## src/rtl/mmio_uart_tx.sv

```systemverilog
`default_nettype none
// ============================================================================
// Module   : mmio_uart_tx
// Brief    : Memory-mapped 8N1 UART transmitter with a small transmit FIFO
// Revision : 1.0  initial release
// ============================================================================
module mmio_uart_tx #(
    parameter logic [7:0] BASE_ADDR    = 8'hF0,
    parameter int         CLKS_PER_BIT = 16,
    parameter int         FIFO_DEPTH   = 4
) (
    input  logic       clk,
    input  logic       rst,
    input  logic [7:0] A,
    input  logic       WE,
    input  logic [7:0] WD,
    output logic [7:0] RD,
    output logic       hit,
    output logic       tx,
    output logic       busy
);

    localparam int         c_PTR_W       = $clog2(FIFO_DEPTH);
    localparam int         c_CNT_W       = c_PTR_W + 1;
    localparam int         c_BAUD_W      = $clog2(CLKS_PER_BIT);
    localparam logic [7:0] c_TXDATA_ADDR = BASE_ADDR;
    localparam logic [7:0] c_STATUS_ADDR = BASE_ADDR + 8'd1;
    localparam logic [c_BAUD_W-1:0] c_BAUD_LAST = c_BAUD_W'(CLKS_PER_BIT - 1);
    localparam logic [c_CNT_W-1:0]  c_FULL_CNT  = c_CNT_W'(FIFO_DEPTH);

    localparam logic [1:0] c_IDLE  = 2'd0;
    localparam logic [1:0] c_START = 2'd1;
    localparam logic [1:0] c_DATA  = 2'd2;
    localparam logic [1:0] c_STOP  = 2'd3;

    logic [1:0]          r_state;
    logic [1:0]          w_state_nxt;
    logic [7:0]          r_mem [FIFO_DEPTH];
    logic [c_PTR_W-1:0]  r_wr_ptr;
    logic [c_PTR_W-1:0]  r_rd_ptr;
    logic [c_CNT_W-1:0]  r_count;
    logic                r_overflow;
    logic [c_BAUD_W-1:0] r_baud;
    logic [2:0]          r_bit_idx;
    logic [7:0]          r_shift;
    logic                r_tx;

    logic                w_empty;
    logic                w_full;
    logic                w_baud_end;
    logic                w_pop;
    logic                w_push_req;
    logic                w_push;
    logic                w_drop;
    logic                w_ovf_clr;
    logic [c_BAUD_W-1:0] w_baud_nxt;
    logic [2:0]          w_bit_idx_nxt;
    logic [7:0]          w_shift_nxt;
    logic                w_tx_nxt;
    logic [2:0]          w_cnt_disp;

    assign w_empty    = (r_count == '0);
    assign w_full     = (r_count == c_FULL_CNT);
    assign w_baud_end = (r_baud == c_BAUD_LAST);

    assign w_push_req = WE && (A == c_TXDATA_ADDR);
    // A full FIFO still accepts a byte when the FSM pops in the same cycle.
    assign w_push     = w_push_req && (!w_full || w_pop);
    assign w_drop     = w_push_req && w_full && !w_pop;
    assign w_ovf_clr  = WE && (A == c_STATUS_ADDR) && WD[0];

    // ------------------------------------------------------------------ FIFO
    always_ff @(posedge clk) begin
        if (w_push) begin
            r_mem[r_wr_ptr] <= WD;
        end
    end

    always_ff @(posedge clk) begin
        if (rst) begin
            r_wr_ptr   <= '0;
            r_rd_ptr   <= '0;
            r_count    <= '0;
            r_overflow <= 1'b0;
        end else begin
            if (w_push) begin
                r_wr_ptr <= r_wr_ptr + c_PTR_W'(1);
            end
            if (w_pop) begin
                r_rd_ptr <= r_rd_ptr + c_PTR_W'(1);
            end
            case ({w_push, w_pop})
                2'b10:   r_count <= r_count + c_CNT_W'(1);
                2'b01:   r_count <= r_count - c_CNT_W'(1);
                default: r_count <= r_count;
            endcase
            if (w_drop) begin
                r_overflow <= 1'b1;
            end else if (w_ovf_clr) begin
                r_overflow <= 1'b0;
            end
        end
    end

    // ------------------------------------------------------------- FSM state
    always_ff @(posedge clk) begin
        if (rst) begin
            r_state <= c_IDLE;
        end else begin
            r_state <= w_state_nxt;
        end
    end

    always_comb begin
        w_state_nxt = r_state;
        case (r_state)
            c_IDLE:  if (!w_empty) w_state_nxt = c_START;
            c_START: if (w_baud_end) w_state_nxt = c_DATA;
            c_DATA:  if (w_baud_end && (r_bit_idx == 3'd7)) w_state_nxt = c_STOP;
            c_STOP:  if (w_baud_end) w_state_nxt = w_empty ? c_IDLE : c_START;
            default: w_state_nxt = c_IDLE;
        endcase
    end

    // ------------------------------------------------------------ FSM output
    always_comb begin
        w_pop         = !w_empty && ((r_state == c_IDLE) ||
                                     ((r_state == c_STOP) && w_baud_end));
        w_baud_nxt    = '0;
        w_bit_idx_nxt = '0;
        w_shift_nxt   = r_shift;
        if ((r_state != c_IDLE) && !w_baud_end) begin
            w_baud_nxt = r_baud + c_BAUD_W'(1);
        end
        if (r_state == c_DATA) begin
            w_bit_idx_nxt = w_baud_end ? (r_bit_idx + 3'd1) : r_bit_idx;
        end
        if (w_pop) begin
            w_shift_nxt = r_mem[r_rd_ptr];
        end else if ((r_state == c_DATA) && w_baud_end) begin
            w_shift_nxt = {1'b0, r_shift[7:1]};
        end
        // tx is registered from the upcoming state so it changes on the same edge.
        case (w_state_nxt)
            c_START: w_tx_nxt = 1'b0;
            c_DATA:  w_tx_nxt = w_shift_nxt[0];
            default: w_tx_nxt = 1'b1;
        endcase
    end

    always_ff @(posedge clk) begin
        if (rst) begin
            r_baud    <= '0;
            r_bit_idx <= '0;
            r_shift   <= '0;
            r_tx      <= 1'b1;
        end else begin
            r_baud    <= w_baud_nxt;
            r_bit_idx <= w_bit_idx_nxt;
            r_shift   <= w_shift_nxt;
            r_tx      <= w_tx_nxt;
        end
    end

    // -------------------------------------------------------- bus read side
    generate
        if (c_CNT_W > 3) begin : g_cnt_sat
            assign w_cnt_disp = (r_count > c_CNT_W'(7)) ? 3'd7 : r_count[2:0];
        end else begin : g_cnt_ext
            assign w_cnt_disp = 3'(r_count);
        end
    endgenerate

    assign tx   = r_tx;
    assign busy = (r_state != c_IDLE) || !w_empty;
    assign hit  = (A[7:1] == BASE_ADDR[7:1]);
    assign RD   = (A == c_STATUS_ADDR) ?
                  {1'b0, w_cnt_disp, r_overflow, w_empty, w_full, busy} : 8'h00;

endmodule
`default_nettype wire
```

## config.mk

```make
export PLATFORM = sky130hd
export DESIGN_NAME = mmio_uart_tx
export DESIGN_NICKNAME = d
export VERILOG_FILES = /design/src/rtl/mmio_uart_tx.sv
export SDC_FILE = /design/constraint.sdc
export NUM_CORES = 1
export LEC_CHECK = 0
export CAP_MARGIN = 20
export CORE_UTILIZATION = 38
export CTS_CLUSTER_DIAMETER = 120
export DETAILED_ROUTE_END_ITERATION = 12
export GPL_TIMING_DRIVEN = 1
export PLACE_DENSITY_LB_ADDON = 0.12
export SLEW_MARGIN = 30
export SYNTH_ARGS = -nofsm -noshare
export SYNTH_HDL_FRONTEND = slang
export SYNTH_SLANG_ARGS = --single-unit
```

## constraint.sdc

```tcl
create_clock -name clk -period 3.1 [get_ports clk]
set_clock_uncertainty 0.15 [all_clocks]
set_input_delay 0.62 -clock clk [delete_from_list [all_inputs] [get_ports clk]]
set_output_delay 0.62 -clock clk [all_outputs]
set_load 0.02 [all_outputs]
```

==> results of run 1 <==
## cells in the mapped netlist (2+ instances only)
cell and count:
a211oi_1 5, a21oi_1 14, and2_1 2, and3_1 9, and4_1 2, buf_1 2, buf_2 4, buf_4 2
clkbuf_1 4, dfxtp_1 28, edfxtp_1 32, ha_1 8, inv_1 9, mux2i_1 5, mux4_2 8, nand2_1 11
nand3_1 9, nor2_1 14, nor2b_1 5, nor3_1 9, o21ai_0 5, or3_1 3, xnor2_1 3, xor2_1 3
## worst paths after layout
check,slack (ps),cells past startpoint,end,from
worst max-delay path,110,5,RD[4],A[6]
worst min-delay path,300,1,r_baud[0]$_SDFF_PP0_,r_baud[0]$_SDFF_PP0_
worst max register to register,250,11,r_count[2]$_SDFFE_PP0P_,r_baud[0]$_SDFF_PP0_
worst min register to register,300,1,r_baud[0]$_SDFF_PP0_,r_baud[0]$_SDFF_PP0_
## state kept, by name (all words and copies together) (netlist names), named ones only
register / count
tx: 1
r_wr_ptr: 2
r_count: 3
r_bit_idx: 3
r_baud: 4
r_rd_ptr: 2
r_state: 2
r_mem: 32
r_shift: 8
r_overflow: 1
## routing by layer
metal | vias up | global-route usage | wire [um]
li1 | 857 | - | -
met1 | 800 | 0.1897 | 2317
met2 | 18 | 0.2233 | 2198
met3 | 7 | 0.05253 | 140
met4 | 0 | 0.05909 | 70
met5 | - | 0 | 0
## timing repair
action / CTS / global route
gates resized for setup: 2 / 5
endpoints found under the setup margin: 5 / 5
endpoints found under the hold margin: 0 / 0
pin swaps: 1 / 0
## final cells by class
class | instances | share of cell area
timing repair buffer | 36 | 0.1100
sequential | 60 | 0.4744
multi-input combinational | 133 | 0.3215
clock buffer | 10 | 0.03980
tap | 80 | 0.03121
inverter | 9 | 0.01053
clock inverter | 6 | 0.01249
## where the power goes
part	internal (W)	switching [W]	leakage [nW]
Sequential	0.000896	0.0000549	0.514
Combinational	0.000213	0.000217	0.578
Clock	0.000288	0.000306	0.0763
Total	0.00140	0.000578	1.17
## cells by family (layout without fill, tap and decap cells)
family | Yosys count | in the layout | share of synthesized area
AND/OR/NAND/NOR | 67 | 67 | 0.1296
buffers and inverters | 22 | 61 | 0.03879
AO/OA/AOI/OAI | 37 | 37 | 0.1027
flip-flops | 60 | 60 | 0.5752
multiplexers | 13 | 13 | 0.08704
adder cells (fa/ha/maj) | 9 | 9 | 0.04541
other | 1 | 1 | 0.001418
XOR/XNOR | 6 | 6 | 0.01987
## per-stage QoR
stage / setup TNS (ps) / instances / instance area (um^2)
final: 0 / 334 / 3207
after global routing: 0 / 334 / 3207
after CTS: 0 / 334 / 3194
after detailed placement: -45.05 / 318 / 3017
after global placement: 0 / 318 / 3017
after floorplan: 0 / 215 / 2645
==> flow_metrics.env, run 1 <==
export IMPL_drt_first_iter_violations=106
export IMPL_grt_pass1_vias=1645
export IMPL_worst_ep_required_time_ps=2330
export IMPL_synth_top_cell_by_area="edfxtp_1"
export IMPL_multi_input_area_mm2=0.001031
export IMPL_cts_tree="built"
export IMPL_cpMostUsedCell="clkdlybuf4s50_1"
export IMPL_critPathMaxStageDelay_ps=610
export IMPL_n_fill_cell=634
export IMPL_antenna_found_initial=0
export IMPL_core_mm2=0.006756
export IMPL_drtAntennaViolNets=0
export IMPL_grt_ovfl_total=0
export IMPL_root_buffer="clkbuf_8"
export IMPL_worstSetupPathType="primary input to primary output"
export IMPL_layout_common_cells="edfxtp_1, dfxtp_1, clkdlybuf4s50_1, nor2_1, a21oi_1"
export IMPL_synth_edff_count=32
export IMPL_rsz0062_at_grt="false"
export IMPL_cts_htree_levels=3
export IMPL_synth_distinct_cells=43
export IMPL_clkLatencyLatePin_ps=340
export IMPL_areaGrowthSynthToFinish_pct=21.24
export IMPL_synthArstFlopShare=0
export IMPL_crit_arrival_ps=2220
export IMPL_drc=0
export IMPL_timing_final_crit_share=0.9658
export IMPL_fin_crit_ps=2994
export IMPL_p_leak_nw=1.168
export IMPL_die_h_um=85.43
export IMPL_hpwl_um=3344
export IMPL_setup_ws_ps=105.9
export IMPL_syn_num_nets=243
export IMPL_cp_max_fo=6
export IMPL_drive_gt1_frac=0.1496
export IMPL_cp_slowest_cell="clkdlybuf4s50_1"
export IMPL_fin_util=0.4746
export IMPL_synthesis_area_mm2=0.002645
export IMPL_wl_per_cell_um=14.15
export IMPL_max_freq_ghz=0.3340
export IMPL_clkTransAtPathRegs_ps=70
export IMPL_cts_buffers=9
export IMPL_io_buffers=28
export IMPL_maxCapViolCount=0
export IMPL_cp_buffers_inverters=2
export IMPL_total_power_w=0.001974
export IMPL_drtPass1Iterations=4
export IMPL_initial_core_util=0.3915
export IMPL_yosys_warnings=0
export IMPL_grt_max_degree=21
export IMPL_ir_drop_mv=0.3069
export IMPL_cts_sinks=60
export IMPL_relSlewSlack=0.6222
export IMPL_clk_path_buf_depth=2
export IMPL_cp_start_kind="primary input"
export IMPL_seq_area_frac_synth=0.5752
export IMPL_num_antenna_cells=0
export IMPL_p_per_area_mw_per_mm2=615.6
export IMPL_fp_dieW_um=85.43
export IMPL_synth_cells=215
export IMPL_yosysTopAreaCellShare=0.3633
export IMPL_hold_buffers=0
export IMPL_netlist_top_cells_area="edfxtp_1, dfxtp_1, mux4_2"
export IMPL_gp_congestion=0.7599
export IMPL_synth_ff_type="edfxtp_1"
export IMPL_avgSynthCellArea_um2=12.30
export IMPL_cp_cell_sequence="clkdlybuf4s50_1 -> and4_1 -> nand3_2 -> nor2_1 -> clkdlybuf4s50_1"
export IMPL_pre_cts_ws_ps=-38.39
export IMPL_die_area_mm2=0.007298
export IMPL_hold_violations=0
export IMPL_hold_class="flip-flop to flip-flop"
export IMPL_core_rowCount=30
export IMPL_io_pin_count=30
export IMPL_status="completed"
export IMPL_maxSlewViolCount=0
export IMPL_register_area_mm2=0.001521
export IMPL_grt_pass1_wl_um=8017
export IMPL_cts_setup_buffers=0
export IMPL_wl_um=4727
export IMPL_hold_ws_ps=299.8
export IMPL_crit_family="buffers and inverters"
export IMPL_synth_seq_cells=60
export IMPL_vias=1682
export IMPL_mostFrequentLayoutCell="edfxtp_1"
export IMPL_tightest_slew_ps=566.0
export IMPL_via_per_inst=5.036
export IMPL_endpoint_kind="primary output"
export IMPL_track_usage=0.1463
export IMPL_finalSetupViolCount=0
export IMPL_final_nets=277
Power figures use the tool's default switching activity.
==> run 2, diff against run 1 <==
- CTS_CLUSTER_SIZE: not set -> 14
==> results of run 2 <==
No change in the layout: final DEF, timing and power equal those of run 1.
==> run 3, diff against run 2 <==
- clock period: 3.1 -> 2.8 ns (I/O delays scaled with it)
==> run 3 against run 2 <==
Compared with the run above:
- combinational power is 17% higher
- clock power is 42% higher
- worst hold slack better by 1.2 ps
- die area stayed put
- design area is 3.8% higher
- largest cell class unchanged
- sequential cell count stayed put
- non-clock buffer count is 12 higher
- setup slack better by 46 ps
- total power is 21% higher
- first-iteration DRC count is 49% lower
- global-route usage is 0.52 points higher
==> flow_metrics.env, run 3 (synthesis results as in run 1) <==
export IMPL_die_area_mm2=0.007298
export IMPL_vias=1747
export IMPL_cts_htree_levels=3
export IMPL_core_mm2=0.006756
export IMPL_drtAntennaViolNets=0
export IMPL_final_nets=289
export IMPL_cp_start_kind="flip-flop"
export IMPL_reg_top3="r_mem x32, r_shift x8, r_baud x4"
export IMPL_worstSetupPathType="flip-flop to flip-flop"
export IMPL_register_area_mm2=0.001521
export IMPL_p_leak_nw=1.215
export IMPL_grt_ovfl_total=0
export IMPL_final_setup_tns_ps=0
export IMPL_root_buffer="clkbuf_8"
export IMPL_total_power_w=0.002397
export IMPL_timing_final_crit_share=0.9456
export IMPL_antenna_found_initial=0
export IMPL_fin_crit_ps=2648
export IMPL_crit_arrival_ps=2760
export IMPL_ir_drop_mv=0.3488
export IMPL_multi_input_area_mm2=0.001032
export IMPL_cp_max_fo=5
export IMPL_track_usage=0.1515
export IMPL_initial_core_util=0.3915
export IMPL_regMostFlops="r_mem"
export IMPL_io_pin_count=30
export IMPL_clk_path_buf_depth=2
export IMPL_use_met1=0.1961
export IMPL_cts_setup_buffers=0
export IMPL_use_met2=0.2385
export IMPL_areaGrowthSynthToFinish_pct=25.83
export IMPL_relSlewSlack=0.4592
export IMPL_num_antenna_cells=0
export IMPL_grtUsageMet3=0.05545
export IMPL_wl_um=4931
export IMPL_largest_reg_flops=32
export IMPL_drt_first_iter_violations=54
export IMPL_grt_pass1_wl_um=8362
export IMPL_hold_buffers=0
export IMPL_drc=0
export IMPL_clkTransAtPathRegs_ps=70
export IMPL_final_cells=346
export IMPL_status="completed"
export IMPL_fp_dieW_um=85.43
export IMPL_finalSetupViolCount=0
export IMPL_layout_common_cells="edfxtp_1, dfxtp_1, clkdlybuf4s50_1, buf_4"
export IMPL_mostFrequentLayoutCell="edfxtp_1"
export IMPL_clkLatencyLatePin_ps=330
export IMPL_cts_buffers=9
export IMPL_endpoint_kind="flip-flop"
export IMPL_grt_pass1_vias=1710
export IMPL_dpl_cell_count=330
export IMPL_worst_ep_required_time_ps=2910
export IMPL_grt_max_degree=18
export IMPL_busiest_layer="met2"
export IMPL_drtPass1Iterations=4
export IMPL_hold_class="flip-flop to flip-flop"
export IMPL_rsz0062_at_grt="false"
export IMPL_drive_gt1_frac=0.1917
export IMPL_cts_tree="built"
export IMPL_io_buffers=28
export IMPL_tightest_slew_ps=811.1
export IMPL_n_fill_cell=665
export IMPL_maxSlewViolCount=0
export IMPL_cts_sinks=60
export IMPL_p_per_area_mw_per_mm2=720.3
export IMPL_via_per_inst=5.049
export IMPL_hold_violations=0
export IMPL_die_h_um=85.43
export IMPL_core_rowCount=30
export IMPL_wl_per_cell_um=14.25
export IMPL_gp_congestion=0.7334
export IMPL_hpwl_um=3504
export IMPL_max_freq_ghz=0.3777
export IMPL_maxCapViolCount=0
==> run 3: cell types whose count changed in the layout (fill, tap and decap cells not counted), moves of 2 or more <==
cell,previous run,this run
bufinv_16,0,2
buf_4,8,20
dlymetal6s2s_1,5,1
clkinvlp_4,3,1
dlygate4sd2_1,0,7
clkinv_4,0,2
clkdlybuf4s50_1,23,20
==> run 3: worst paths after layout <==
path / cells after the start / to / slack (ps) / startpoint
min: 1 / r_baud[0]$_SDFF_PP0_ / 300 / r_baud[0]$_SDFF_PP0_
max: 10 / r_count[2]$_SDFFE_PP0P_ / 150 / r_count[1]$_SDFFE_PP0P_
min reg2reg: 1 / r_baud[0]$_SDFF_PP0_ / 300 / r_baud[0]$_SDFF_PP0_
max reg2reg: 10 / r_count[2]$_SDFFE_PP0P_ / 150 / r_count[1]$_SDFFE_PP0P_
==> run 3: timing repair <==
action                     4_1_cts  5_1_grt
cloned                           0        0
setup endpoints to repair        8        2
pin swaps                        1        1
resized for setup                9        2
==> run 3: metal layers <==
layer / part of all wire / up-vias
met4: 0.0093 / 0
met5: 0 / -
li1: - / 886
met2: 0.48 / 19
met3: 0.030 / 4
met1: 0.48 / 838
==> run 3: layout make-up <==
| class | count | area share |
|---|---|---|
| clock buffer | 10 | 0.03835 |
| timing repair buffer | 48 | 0.1274 |
| tap | 80 | 0.03008 |
| clock inverter | 6 | 0.02669 |
| inverter | 9 | 0.01015 |
| sequential | 60 | 0.4571 |
| multi-input combinational | 133 | 0.3102 |
==> run 3: power by group <==
part	leakage [nW]	internal, W	total [W]	switching [W]
clock	0.104	0.000501	0.000845	0.000344
sequential	0.514	0.000992	0.00105	0.0000571
combinational	0.598	0.000255	0.000503	0.000249
total	1.22	0.00175	0.00240	0.000650
==> run 3: metrics by stage <==
stage | setup slack, ps | util | instance area, um^2 | hold slack, ps
3_3_place_gp | -150.3 | 0.4598 | 3107 | 282.0
5_1_grt | 20.57 | 0.4926 | 3328 | 336.0
3_5_place_dp | -217.5 | 0.4598 | 3107 | 287.2
2_1_floorplan | 134.7 | - | 2645 | 267.9
4_1_cts | 33.48 | 0.4920 | 3324 | 303.0
6_report | 152.3 | 0.4926 | 3328 | 301.0
==> run 3: critical path, stage by stage (launching register included) <==
cell	delay (ps)
dfxtp_1	340
or3b_2	470
a211oi_2	280
nor2_1	80
inv_1	60
ha_1	160
inv_1	60
fa_1	370
xor2_1	160
or3_1	300
a21oi_1	140
